--- config.mk ---
export PLATFORM = sky130hd
export DESIGN_NAME = uart_msg_seq
export DESIGN_NICKNAME = d
export VERILOG_FILES = /design/src/rtl/uart_msg_pkg.sv /design/src/rtl/uart_msg_seq.sv
export SDC_FILE = /design/constraint.sdc
export NUM_CORES = 1
export LEC_CHECK = 0
export ABC_AREA = 1
export CORE_MARGIN = 4
export CORE_UTILIZATION = 48
export CTS_CLUSTER_DIAMETER = 80
export CTS_CLUSTER_SIZE = 14
export DETAILED_ROUTE_END_ITERATION = 16
export GPL_TIMING_DRIVEN = 0
export PLACE_DENSITY_LB_ADDON = 0.08
export SYNTH_ARGS = -nofsm -noshare
export SYNTH_HDL_FRONTEND = slang
export SYNTH_SLANG_ARGS = --single-unit
--- constraint.sdc ---
create_clock -name clk -period 2.1 [get_ports clk]
set_input_delay 0.21 -clock clk [delete_from_list [all_inputs] [get_ports clk]]
set_output_delay 0.21 -clock clk [all_outputs]
set_load 0.005 [all_outputs]
--- src/rtl/uart_msg_pkg.sv ---
// Shared types and default sizes for the UART message sequencer.
package uart_msg_pkg;

  localparam int MSG_MAX_LEN = 16;
  localparam int MSG_DATA_W  = 8;

  typedef enum logic [2:0] {
    ST_IDLE,
    ST_FETCH,
    ST_CAPTURE,
    ST_LOAD,
    ST_WAITLOAD,
    ST_WAITSEND,
    ST_FINISH
  } msg_state_t;

endpackage

--- src/rtl/uart_msg_seq.sv ---
// Reads a message from a synchronous table and feeds it byte by byte to the
// UART transmitter via ldtxdata/txempty, with repeat, zero-termination and abort.
//
// state    | meaning
// IDLE     | waiting for start
// FETCH    | table address presented
// CAPTURE  | table byte registered into txdata
// LOAD     | ldtxdata strobe
// WAITLOAD | transmitter takes the byte and drops txempty
// WAITSEND | waiting for txempty, then next byte / repeat / finish
// FINISH   | done pulse, aborted reports the abort flag
module uart_msg_seq
  import uart_msg_pkg::*;
#(
  parameter int MAX_LEN   = MSG_MAX_LEN,
  parameter int ADDR_W    = $clog2(MAX_LEN),
  parameter int DATA_W    = MSG_DATA_W,
  parameter bit ZERO_TERM = 1'b0
) (
  input  logic              clk,
  input  logic              reset,
  input  logic              start,
  input  logic [ADDR_W:0]   len,
  input  logic              repeat_en,
  input  logic              abort,
  output logic [ADDR_W-1:0] rd_addr,
  input  logic [DATA_W-1:0] rd_data,
  input  logic              txempty,
  output logic [DATA_W-1:0] txdata,
  output logic              ldtxdata,
  output logic              busy,
  output logic              done,
  output logic              aborted
);

  localparam logic [ADDR_W:0]   LEN_MAX = (ADDR_W+1)'(MAX_LEN);
  localparam logic [ADDR_W:0]   LEN_ONE = (ADDR_W+1)'(1);
  localparam logic [ADDR_W-1:0] IDX_ONE = (ADDR_W)'(1);

  msg_state_t        state, state_n;
  logic [ADDR_W-1:0] idx, idx_n;
  logic [ADDR_W:0]   len_q, len_n, len_clamp;
  logic              abort_q, abort_n;
  logic              txdata_ld;
  logic              last_byte;

  assign len_clamp = (len > LEN_MAX) ? LEN_MAX : len;
  assign last_byte = ({1'b0, idx} == (len_q - LEN_ONE));

  always_ff @(posedge clk or posedge reset) begin
    if (reset) begin
      state   <= ST_IDLE;
      idx     <= '0;
      len_q   <= '0;
      abort_q <= 1'b0;
      txdata  <= '0;
    end else begin
      state   <= state_n;
      idx     <= idx_n;
      len_q   <= len_n;
      abort_q <= abort_n;
      if (txdata_ld) txdata <= rd_data;
    end
  end

  always_comb begin
    state_n   = state;
    idx_n     = idx;
    len_n     = len_q;
    abort_n   = abort_q;
    txdata_ld = 1'b0;
    unique case (state)
      ST_IDLE: begin
        if (start) begin
          len_n   = len_clamp;
          idx_n   = '0;
          abort_n = 1'b0;
          state_n = (len_clamp == '0) ? ST_FINISH : ST_FETCH;
        end
      end
      ST_FETCH: begin
        abort_n = abort;
        state_n = abort ? ST_FINISH : ST_CAPTURE;
      end
      ST_CAPTURE: begin
        if (abort) begin
          abort_n = 1'b1;
          state_n = ST_FINISH;
        end else if (ZERO_TERM && (rd_data == '0)) begin
          state_n = ST_FINISH;
        end else begin
          txdata_ld = 1'b1;
          state_n   = ST_LOAD;
        end
      end
      ST_LOAD: begin
        abort_n = abort_q | abort;
        state_n = ST_WAITLOAD;
      end
      ST_WAITLOAD: begin
        abort_n = abort_q | abort;
        state_n = ST_WAITSEND;
      end
      ST_WAITSEND: begin
        // an abort arriving together with txempty still counts for this run
        abort_n = abort_q | abort;
        if (txempty) begin
          if (abort_n) begin
            state_n = ST_FINISH;
          end else if (last_byte) begin
            if (repeat_en) begin
              idx_n   = '0;
              state_n = ST_FETCH;
            end else begin
              state_n = ST_FINISH;
            end
          end else begin
            idx_n   = idx + IDX_ONE;
            state_n = ST_FETCH;
          end
        end
      end
      ST_FINISH: begin
        abort_n = 1'b0;
        state_n = ST_IDLE;
      end
      default: state_n = ST_IDLE;
    endcase
  end

  assign rd_addr  = idx;
  assign ldtxdata = (state == ST_LOAD);
  assign busy     = (state != ST_IDLE);
  assign done     = (state == ST_FINISH);
  assign aborted  = (state == ST_FINISH) && abort_q;

endmodule
==> impl_metrics.csv <==
group,metric,value,unit
cts,cts.repair.resized,0,
status,run_status,"complete, no violations",
synth,synth_cell_type_count,28,
floorplanning,die_height,60.5,um
power,power-per-cell-area,1250,nW/um2
final_layout,fill_cells,243,
sta,totalNegativeSetupSlack,0,ns
cts,cts_setup_buffers,0,
critical_path,crit_required,1.89,ns
sta,timing.final.hold_violations,0,
place,dp.cells,246,
routing,drt_pass_1_iters,4,
place,hpwlAfterDp,2.44,mm
final_layout,most-common-layout-cells,"nand2_1, clkdlybuf4s50_1, dfrtp_1",
sta,achievable-frequency,519,MHz
sta,fin_crit,1.93,ns
job,timing.max_cap.violations,0,
critical_path,worst-endpoint-arrival,1.72,ns
global_routing,grt_antenna_before_repair,0,
place,detailed_place.area,1700,um2
floorplanning,chipWidth,60.5,um
floorplanning,pin_count,35,
cts,clock_latency,0.31,ns
power,power.leakage,0.894,nW
final_layout,layout.cells.most_common,"nand2_1",
cts,clk_pin_slew,0.12,ns
critical_path,worstSetupStartpointType,"flop",
critical_path,critical-path-slowest-cell,"clkdlybuf4s50_1",
sta,timing.final.crit_share,0.917,
cts,cts_num_sinks,21,
sta,drv_slew,0,
synth,synth.yosys.seq_area_share,0.397,
final_layout,drive_gt1_frac,0.168,
synth,register_bit_count_reported_by_yosys,21,
final_layout,layoutNonFillerInstCount,250,
floorplanning,start_util,0.520,
global_routing,grt_util_all_layers,0.184,
critical_path,critPathKind,"reg2out",
critical_path,cp_cell_sequence,"nand2_1 > nor3b_1 > clkdlybuf4s50_1",
cts,cts_tree,"built",
final_layout,final_nets,242,
routing,drt_drc_violations_left,0,
floorplanning,num_rows,18,
final_layout,syn_to_final_growth,30.6,%
critical_path,cpPeakStageDelay,0.53,ns
critical_path,critical_path_buf_inv_count,1,
routing,avgRoutedWirePerCell,12.3,um
routing,detailedRoute.firstIterationViolations,25,
routing,viasPerCell,4.98,
sta,timing.max_slew.rel_slack,0.449,
cts,cts_hold_buf,0,
place,finalWeightedCongestion,0.813,
place,io_buffer_count,34,
cts,number_of_h_tree_levels,1,
final_layout,register_area,526,um2
routing,detailroute.via_count,1246,
critical_path,cp_top_family,"buffers and inverters",
sta,least_margin_pin_slew,0.825,ns
cts,clk_path_buf_depth,2,
sta,fin_worst_skew,0.00492,ns
min_path,hold_path.class,"in2async",
synth,yosys_warnings,0,
final_layout,footprint_of_the_multi_input_gates,679,um2
global_routing,grt_pass1_wl,5.06,mm
global_routing,grt_remaining_overflow,0,
floorplanning,fp.coreArea,2540,um2
cts,clock-root-buffer,"clkbuf_4",
power,vdd_drop_max,0.770,mV
floorplanning,dieArea,3660,um2
global_routing,number_of_global_route_vias_before_repair,1249,
routing,drt.antenna.violating_nets,0,
synth,post_synth_instance_area,1320,um2
critical_path,timing.critical_path.fanout_max,6,
final_layout,final_area,1730,um2
critical_path,worstSetupEndpointType,"primary output",
routing,detail_route.wirelength,3.08,mm
global_routing,grt_max_degree,22,
cts,tritoncts.num_buffers,3,
synth,syn-num-nets,203,
sta,setup_viol,0,
synth,syn_area_per_cell,7.27,um2
synth,synth_cells,182,
final_layout,n_antenna_cell,0,
sta,grt_setup_unrepaired,"no",
layer usage:
layer,GRT usage,wire length [um]
met1,0.195,1290
met2,0.350,1580
met3,0.0468,171
met4,0.0650,42
met5,0,0
per-stage QoR:
| step | worst slack (ns) | util | power [mW] | hold WS [ns] |
|---|---|---|---|---|
| after floorplan | 0.596 | - | 1.54 | 0.187 |
| after global placement | 0.478 | 0.669 | 1.91 | 0.453 |
| after detailed placement | 0.430 | 0.669 | 1.97 | 0.463 |
| after CTS | 0.127 | 0.679 | 2.18 | 0.362 |
| after global routing | 0.0352 | 0.679 | 2.36 | 0.389 |
| final | 0.173 | 0.679 | 2.16 | 0.347 |
layout make-up:
| class | instances | share of cell area |
|---|---|---|
| inverters | 31 | 0.0687 |
| repair buffers | 34 | 0.197 |
| clock buffers | 3 | 0.0130 |
| clock inverters | 1 | 0.00289 |
| flip-flops and latches | 21 | 0.304 |
| multi-input cells | 130 | 0.393 |
| well taps | 30 | 0.0217 |
path summary, 6_finish.rpt:
path,start,slack (ns),cells past startpoint,end
max,state[2],0.17,3,aborted
min,reset,0.35,2,txdata[5]
max reg2reg,len_q[0],0.38,11,state[1]
min reg2reg,txdata[6],0.49,2,txdata[6]
max in group asynchronous,reset,1.24,2,txdata[4]
min in group clk,rd_data[6],0.42,3,txdata[6]
where the power goes:
group	internal (mW)	total (mW)	switching [mW]
registers	0.566	0.715	0.149
clock network	0.0712	0.201	0.130
logic	0.554	1.25	0.691
total	1.19	2.16	0.970
registers in the layout, summed over array words and instances, names as in the netlist:
| signal | flops |
|---|---|
| abort_q | 1 |
| len_q | 5 |
| rd_addr | 4 |
| state | 3 |
| txdata | 8 |
cells in the mapped netlist, drive strengths merged:
cell	count	area (um2)
o21ai	2	10.0
xnor2	1	8.76
a41oi	1	8.76
a21boi	1	7.51
and3b	1	8.76
dfrtp	21	526
a21oi	1	5.00
inv	31	119
nor3b	1	7.51
o211a	1	10.0
nand3	6	40.0
ha	2	25.0
o22ai	5	31.3
nand2	75	309
xor2	1	8.76
nor3	3	25.0
nand4	7	50.1
nor2	22	124
logic make-up after synthesis:
group                      after synthesis  synth area share
and+or+nand+nor                        115             0.426
DFF                                     21             0.397
buffers and inverters                   31            0.0898
xor gates and xnor gates                 2            0.0132
adders and majority gates                2            0.0189
AOI/OAI and AO/OA                       11            0.0548
Note: power is estimated with default switching activity, not from simulation.
